===== src/rtl/fft_frame_arbiter_if.sv =====
// rtl/fft_frame_arbiter_if.sv - requester and FFT-side stream signals of the frame arbiter
interface fft_frame_arbiter_if #(
   parameter int DW = 32
);
   logic [DW-1:0] asi_ch0_data;
   logic          asi_ch0_valid;
   logic          asi_ch0_ready;
   logic [DW-1:0] asi_ch1_data;
   logic          asi_ch1_valid;
   logic          asi_ch1_ready;
   logic [DW-1:0] aso_out_data;
   logic          aso_out_valid;
   logic          aso_out_startofpacket;
   logic          aso_out_endofpacket;
   logic          aso_out_inverse;
   logic          aso_out_channel;
   logic          aso_out_ready;
   logic          busy;

   modport master (
      input  asi_ch0_data, asi_ch0_valid, asi_ch1_data, asi_ch1_valid, aso_out_ready,
      output asi_ch0_ready, asi_ch1_ready, aso_out_data, aso_out_valid,
             aso_out_startofpacket, aso_out_endofpacket, aso_out_inverse,
             aso_out_channel, busy
   );

   modport slave (
      output asi_ch0_data, asi_ch0_valid, asi_ch1_data, asi_ch1_valid, aso_out_ready,
      input  asi_ch0_ready, asi_ch1_ready, aso_out_data, aso_out_valid,
             aso_out_startofpacket, aso_out_endofpacket, aso_out_inverse,
             aso_out_channel, busy
   );
endinterface


===== src/rtl/fft_frame_arbiter.sv =====
// rtl/fft_frame_arbiter.sv - round-robin whole-frame arbiter feeding one FFT datapath
module fft_frame_arbiter #(
   parameter int INPUT_SYMBOL_WIDTH = 16,
   parameter int LOG2_FFT_LENGTH    = 10,
   parameter bit INVERSE_CH0        = 1'b0,
   parameter bit INVERSE_CH1        = 1'b1
) (
   input logic                 clock_clk,
   input logic                 reset_reset_n,
   fft_frame_arbiter_if.master bus
);
   localparam int DW = 2 * INPUT_SYMBOL_WIDTH;
   localparam logic [LOG2_FFT_LENGTH-1:0] LAST = '1;

   typedef enum logic {IDLE = 1'b0, GRANT = 1'b1} state_t;

   state_t                     r_state;
   state_t                     w_state_nxt;
   logic                       r_grant;
   logic                       r_prio;
   logic                       r_inv_tag;
   logic [LOG2_FFT_LENGTH-1:0] r_cnt;
   logic [DW-1:0]              r_data;
   logic                       r_valid;
   logic                       r_sop;
   logic                       r_eop;
   logic                       r_inv;
   logic                       r_chan;

   logic                       w_can_load;
   logic                       w_accept;
   logic                       w_last;
   logic                       w_arb_go;
   logic                       w_arb_ch;
   logic                       w_ready0;
   logic                       w_ready1;
   logic                       w_in_valid;
   logic [DW-1:0]              w_in_data;

   assign w_in_data = r_grant ? bus.asi_ch1_data : bus.asi_ch0_data;

   always_ff @(posedge clock_clk or negedge reset_reset_n) begin
      if (!reset_reset_n) begin
         r_state <= IDLE;
      end else begin
         r_state <= w_state_nxt;
      end
   end

   always_comb begin
      w_state_nxt = r_state;
      w_arb_go    = 1'b0;
      w_arb_ch    = r_prio;
      w_can_load  = !r_valid || bus.aso_out_ready;
      w_ready0    = 1'b0;
      w_ready1    = 1'b0;
      w_in_valid  = r_grant ? bus.asi_ch1_valid : bus.asi_ch0_valid;
      w_accept    = 1'b0;
      w_last      = 1'b0;
      case (r_state)
         IDLE: begin
            // r_prio names the channel that wins a tie: the one not served last
            if (bus.asi_ch0_valid && bus.asi_ch1_valid) begin
               w_arb_go = 1'b1;
               w_arb_ch = r_prio;
            end else if (bus.asi_ch0_valid) begin
               w_arb_go = 1'b1;
               w_arb_ch = 1'b0;
            end else if (bus.asi_ch1_valid) begin
               w_arb_go = 1'b1;
               w_arb_ch = 1'b1;
            end
            if (w_arb_go) begin
               w_state_nxt = GRANT;
            end
         end
         GRANT: begin
            w_ready0 = !r_grant && w_can_load;
            w_ready1 = r_grant && w_can_load;
            w_accept = w_in_valid && w_can_load;
            w_last   = w_accept && (r_cnt == LAST);
            if (w_last) begin
               w_state_nxt = IDLE;
            end
         end
      endcase
   end

   always_ff @(posedge clock_clk or negedge reset_reset_n) begin
      if (!reset_reset_n) begin
         r_grant   <= 1'b0;
         r_prio    <= 1'b0;
         r_inv_tag <= 1'b0;
         r_cnt     <= '0;
         r_data    <= '0;
         r_valid   <= 1'b0;
         r_sop     <= 1'b0;
         r_eop     <= 1'b0;
         r_inv     <= 1'b0;
         r_chan    <= 1'b0;
      end else begin
         if (w_arb_go) begin
            r_grant   <= w_arb_ch;
            r_cnt     <= '0;
            r_inv_tag <= w_arb_ch ? INVERSE_CH1 : INVERSE_CH0;
         end
         if (w_accept) begin
            r_data  <= w_in_data;
            r_valid <= 1'b1;
            r_sop   <= (r_cnt == '0);
            r_eop   <= (r_cnt == LAST);
            r_inv   <= r_inv_tag;
            r_chan  <= r_grant;
            r_cnt   <= r_cnt + 1'b1;
         end else if (bus.aso_out_ready) begin
            r_valid <= 1'b0;
         end
         if (w_last) begin
            r_prio <= ~r_grant;
         end
      end
   end

   assign bus.asi_ch0_ready         = w_ready0;
   assign bus.asi_ch1_ready         = w_ready1;
   assign bus.aso_out_data          = r_data;
   assign bus.aso_out_valid         = r_valid;
   assign bus.aso_out_startofpacket = r_sop;
   assign bus.aso_out_endofpacket   = r_eop;
   assign bus.aso_out_inverse       = r_inv;
   assign bus.aso_out_channel       = r_chan;
   assign bus.busy                  = (r_state == GRANT);
endmodule


===== src/flat_wrapper.sv =====
// flat-port wrapper written by rule: the top's interface ports become plain ports
module fft_frame_arbiter_flat 
#(
   parameter int INPUT_SYMBOL_WIDTH = 16,
   parameter int LOG2_FFT_LENGTH    = 10,
   parameter bit INVERSE_CH0        = 1'b0,
   parameter bit INVERSE_CH1        = 1'b1
)
  (clock_clk, reset_reset_n, bus_asi_ch0_data, bus_asi_ch0_valid, bus_asi_ch1_data, bus_asi_ch1_valid, bus_aso_out_ready, bus_asi_ch0_ready, bus_asi_ch1_ready, bus_aso_out_data, bus_aso_out_valid, bus_aso_out_startofpacket, bus_aso_out_endofpacket, bus_aso_out_inverse, bus_aso_out_channel, bus_busy);
  fft_frame_arbiter_if #(.DW((2 * (16)))) bus_i ();
  input logic clock_clk;
  input logic reset_reset_n;
  input wire logic [$bits(bus_i.asi_ch0_data)-1:0] bus_asi_ch0_data;
  input wire logic [$bits(bus_i.asi_ch0_valid)-1:0] bus_asi_ch0_valid;
  input wire logic [$bits(bus_i.asi_ch1_data)-1:0] bus_asi_ch1_data;
  input wire logic [$bits(bus_i.asi_ch1_valid)-1:0] bus_asi_ch1_valid;
  input wire logic [$bits(bus_i.aso_out_ready)-1:0] bus_aso_out_ready;
  output wire logic [$bits(bus_i.asi_ch0_ready)-1:0] bus_asi_ch0_ready;
  output wire logic [$bits(bus_i.asi_ch1_ready)-1:0] bus_asi_ch1_ready;
  output wire logic [$bits(bus_i.aso_out_data)-1:0] bus_aso_out_data;
  output wire logic [$bits(bus_i.aso_out_valid)-1:0] bus_aso_out_valid;
  output wire logic [$bits(bus_i.aso_out_startofpacket)-1:0] bus_aso_out_startofpacket;
  output wire logic [$bits(bus_i.aso_out_endofpacket)-1:0] bus_aso_out_endofpacket;
  output wire logic [$bits(bus_i.aso_out_inverse)-1:0] bus_aso_out_inverse;
  output wire logic [$bits(bus_i.aso_out_channel)-1:0] bus_aso_out_channel;
  output wire logic [$bits(bus_i.busy)-1:0] bus_busy;
  assign bus_i.asi_ch0_data = bus_asi_ch0_data;
  assign bus_i.asi_ch0_valid = bus_asi_ch0_valid;
  assign bus_i.asi_ch1_data = bus_asi_ch1_data;
  assign bus_i.asi_ch1_valid = bus_asi_ch1_valid;
  assign bus_i.aso_out_ready = bus_aso_out_ready;
  assign bus_asi_ch0_ready = bus_i.asi_ch0_ready;
  assign bus_asi_ch1_ready = bus_i.asi_ch1_ready;
  assign bus_aso_out_data = bus_i.aso_out_data;
  assign bus_aso_out_valid = bus_i.aso_out_valid;
  assign bus_aso_out_startofpacket = bus_i.aso_out_startofpacket;
  assign bus_aso_out_endofpacket = bus_i.aso_out_endofpacket;
  assign bus_aso_out_inverse = bus_i.aso_out_inverse;
  assign bus_aso_out_channel = bus_i.aso_out_channel;
  assign bus_busy = bus_i.busy;
  fft_frame_arbiter #(.INPUT_SYMBOL_WIDTH(INPUT_SYMBOL_WIDTH), .LOG2_FFT_LENGTH(LOG2_FFT_LENGTH), .INVERSE_CH0(INVERSE_CH0), .INVERSE_CH1(INVERSE_CH1)) u_core (.clock_clk(clock_clk), .reset_reset_n(reset_reset_n), .bus(bus_i));
endmodule

===== config.mk =====
export PLATFORM = sky130hd
export DESIGN_NAME = fft_frame_arbiter_flat
export DESIGN_NICKNAME = d
export VERILOG_FILES = /design/src/rtl/fft_frame_arbiter_if.sv /design/src/rtl/fft_frame_arbiter.sv /design/src/flat_wrapper.sv
export SDC_FILE = /design/constraint.sdc
export NUM_CORES = 1
export LEC_CHECK = 0
export ABC_AREA = 1
export CAP_MARGIN = 15
export CORE_ASPECT_RATIO = 2
export CORE_MARGIN = 4
export CORE_UTILIZATION = 46
export DETAILED_ROUTE_END_ITERATION = 8
export HOLD_SLACK_MARGIN = 0.08
export PLACE_DENSITY = 0.86
export SLEW_MARGIN = 10
export SYNTH_ARGS = -nofsm -noshare
export SYNTH_HDL_FRONTEND = slang
export SYNTH_SLANG_ARGS = --single-unit

===== constraint.sdc =====
create_clock -name clock_clk -period 2.59 [get_ports clock_clk]
set_clock_uncertainty 0.2 [all_clocks]
set_input_delay 0.518 -clock clock_clk [delete_from_list [all_inputs] [get_ports clock_clk]]
set_output_delay 0.518 -clock clock_clk [all_outputs]
set_load 0.02 [all_outputs]

==> impl_metrics.env <==
export IMPL_grt_busiest_layer="met2"
export IMPL_route_detailed_drc=0
export IMPL_overflow=0
export IMPL_first_pass_iters=4
export IMPL_clk_root_buffer_cell="clkbuf_8"
export IMPL_port_buffers=108
export IMPL_postRouteAntennaNets=0
export IMPL_wl_per_cell_um=15.49
export IMPL_critPathLaunchType="primary input"
export IMPL_yosysSeqAreaShare=0.4762
export IMPL_start_util=0.4751
export IMPL_die_h_um=113.8
export IMPL_worstPathCellList="clkdlybuf4s50_1 -> inv_1 -> nand2_1 -> inv_1 -> nor3_1 -> dlygate4sd2_1"
export IMPL_cts_buffers=5
export IMPL_fin_crit_ns=2.374
export IMPL_criticalPathCategory="primary input to primary output"
export IMPL_finalSetupViolCount=0
export IMPL_syn_cell_area_um2=2575
export IMPL_met3_usage=0.03058
export IMPL_worstReg2RegEnd="u_core.r_cnt[7]"
export IMPL_drt_iter0_drc=142
export IMPL_die_area_um2=6932
export IMPL_viasPerCell=5.243
export IMPL_worstSetupEndpoint="bus_asi_ch0_ready"
export IMPL_fin_crit_sh=0.9166
export IMPL_max_slew_worst_pin_slew_ns=0.5988
export IMPL_areaGrowthSynthToFinish_pct=47.38
export IMPL_h_tree_depth=2
export IMPL_dp_hpwl_um=5560
export IMPL_grtUsageMet1=0.2304
export IMPL_hold_class="register to register"
export IMPL_cpPeakStageDelay_ns=0.45
export IMPL_critPathLaunch="bus_aso_out_ready"
export IMPL_rr_worst_depth=8
export IMPL_num_vias=2480
export IMPL_critPathArrivalTime_ns=1.66
export IMPL_dp_cells=464
export IMPL_track_usage=0.2216
export IMPL_routed_wl_um=7327
export IMPL_cts_num_sinks=49
export IMPL_cts_setup_buffers=0
export IMPL_multi_input_area_um2=1147
export IMPL_place_gp_congestion=0.8278
export IMPL_slew_headroom=0.6008
export IMPL_synth_seq_cells=49
export IMPL_ys_warn_count=0
export IMPL_clockBufferDepth=2
export IMPL_r2r_setup_slack_ns=0.55
export IMPL_peakVddDrop_mv=0.4508
export IMPL_power_leakage_nw=1.744
export IMPL_nFillCells=436
export IMPL_maxCapViolCount=0
export IMPL_syn_avg_cell_area_um2=8.470
export IMPL_grt_pass1_wl_um=11490
export IMPL_final_cells=473
export IMPL_status="finished clean"
export IMPL_cts_tree="yes"
export IMPL_critPathMaxFanout=2
export IMPL_endpoint_kind="primary output"
export IMPL_drive_gt1_frac=0.1429
export IMPL_grt_max_degree=34
export IMPL_die_x_um=60.91
export IMPL_timing_final_max_slew_violations=0
export IMPL_slowest_stage="clkdlybuf4s50_1"
export IMPL_clk_pin_slew_ns=0.09
export IMPL_clock_latency_ns=0.31
export IMPL_antenna_cells=0
export IMPL_grtUsageMet2=0.4174
export IMPL_rsz0062_at_grt="false"
export IMPL_io_pin_count=109
export IMPL_regArea_um2=1226
export IMPL_fmax_mhz=421.2
export IMPL_fin_hold_ws_ns=0.2822
export IMPL_rows=38
export IMPL_grt_pass1_vias=2506
export IMPL_cp_required_ns=1.87
export IMPL_syn_inst=304
export IMPL_nNetsFinal=483
export IMPL_ys_types=22
export IMPL_power_density_nw_per_um2=647.3
export IMPL_r2r_start="u_core.r_inv_tag"
export IMPL_fp_coreArea_um2=5420
export IMPL_synth_fp_nets=375
export IMPL_hold_viol_final=0
export IMPL_antenna_found_initial=0
export IMPL_cp_common_cell="inv_1"
-- metal layers --
layer  wire, um  share of wire
met4        176          0.024
met5          0              0
met3        367          0.050
met2       4265           0.58
met1       2517           0.34
-- worst max-delay path: cells and delay by family --
family / cells / cell delay [ns]
simple gates: 2 / 0.23
buf+inv: 4 / 0.91
-- kinds of logic (layout without fill, tap and decap cells) --
| family | count (synthesis) | after routing | synth area share |
|---|---|---|---|
| compound gates | 44 | 44 | 0.1283 |
| flops | 49 | 49 | 0.4762 |
| buf+inv | 35 | 144 | 0.07823 |
| simple gates | 174 | 174 | 0.3076 |
| fa+ha+maj | 2 | 2 | 0.009717 |
-- timing repair --
| item | 4_1_cts | 5_1_grt |
|---|---|---|
| gates resized for setup | 1 | 1 |
| endpoints found under the setup margin | 1 | 1 |
| hold buffers | 1 | 0 |
| hold endpoints to repair | 24 | 0 |
-- final cells by class --
cell class | count | share of cell area
timing repair buffer | 118 | 0.3076
multi-input combinational | 220 | 0.3023
sequential | 49 | 0.3231
tap | 60 | 0.01978
clock buffer | 6 | 0.01912
inverter | 18 | 0.01780
clock inverter | 2 | 0.01022
-- flip-flops by register name, summed over array words and instances, names as in the netlist --
name,cells
u_core.bus.aso_out_channel,1
u_core.bus.aso_out_endofpacket,1
u_core.bus.aso_out_data,32
u_core.bus.aso_out_startofpacket,1
u_core.r_cnt,10
u_core.bus.busy,1
u_core.bus.aso_out_valid,1
u_core.r_prio,1
u_core.r_inv_tag,1
-- through the flow --
| step | utilization | cell area (um2) | setup WS (ns) | TNS (ns) | power, mW |
|---|---|---|---|---|---|
| floorplan | - | 2575 | 0.6703 | 0 | 1.487 |
| global placement | 0.6775 | 3672 | -0.02704 | -0.02704 | 1.885 |
| detailed placement | 0.6775 | 3672 | -0.06458 | -0.06458 | 1.918 |
| CTS | 0.6997 | 3792 | 0.006975 | 0 | 2.476 |
| global route | 0.7001 | 3795 | 0.1216 | 0 | 2.603 |
| finish | 0.7001 | 3795 | 0.2160 | 0 | 2.456 |
-- placed cells by master (no fill, tap or decap), drive strengths merged --
master / instances
a21oi: 1
buf: 10
bufinv: 1
clkbuf: 6
clkdlybuf4s50: 105
clkinv: 1
dfrtp: 49
dlygate4sd2: 1
dlygate4sd3: 1
dlymetal6s2s: 1
ha: 2
inv: 18
nand2: 105
nand3: 19
nand4: 4
nor2: 11
nor3: 2
o211ai: 33
o21ai: 9
o21bai: 1
or2: 33
-- power breakdown --
part,total (mW),internal (mW),switching (mW)
registers,1.04,0.920,0.121
clock network,0.554,0.290,0.264
logic,0.861,0.413,0.448
total,2.46,1.62,0.833
-- how the worst min path moves through the flow --
stage	cells past startpoint	startpoint	end
global route	2	u_core.bus.aso_out_data[3]	u_core.bus.aso_out_data[3]
floorplan	0	reset_reset_n	u_core.bus.aso_out_channel
CTS	2	u_core.bus.aso_out_data[28]	u_core.bus.aso_out_data[28]
finish	2	u_core.bus.aso_out_data[11]	u_core.bus.aso_out_data[11]
detailed placement	2	u_core.bus.aso_out_data[28]	u_core.bus.aso_out_data[28]
global placement	2	u_core.bus.aso_out_data[18]	u_core.bus.aso_out_data[18]
-- cells in the mapped netlist --
| master | count | area share |
|---|---|---|
| nand2_1 | 103 | 0.15 |
| nand2_2 | 1 | 0.0024 |
| dfrtp_1 | 49 | 0.48 |
| buf_4 | 4 | 0.012 |
| nand3_2 | 2 | 0.0078 |
| or2_2 | 33 | 0.080 |
| o211ai_1 | 28 | 0.082 |
| inv_1 | 18 | 0.026 |
| buf_6 | 7 | 0.031 |
| clkbuf_1 | 4 | 0.0058 |
| nor3_1 | 2 | 0.0039 |
| a21oi_1 | 1 | 0.0019 |
| o21bai_1 | 1 | 0.0029 |
| nor2_1 | 11 | 0.016 |
| o21ai_1 | 1 | 0.0019 |
| nand2_4 | 1 | 0.0044 |
| ha_1 | 2 | 0.0097 |
| nand4_1 | 4 | 0.0097 |
| o211ai_2 | 5 | 0.024 |
| buf_2 | 2 | 0.0039 |
| nand3_1 | 17 | 0.033 |
| o21ai_0 | 8 | 0.016 |
No activity file was read; power rests on OpenSTA's default activity.
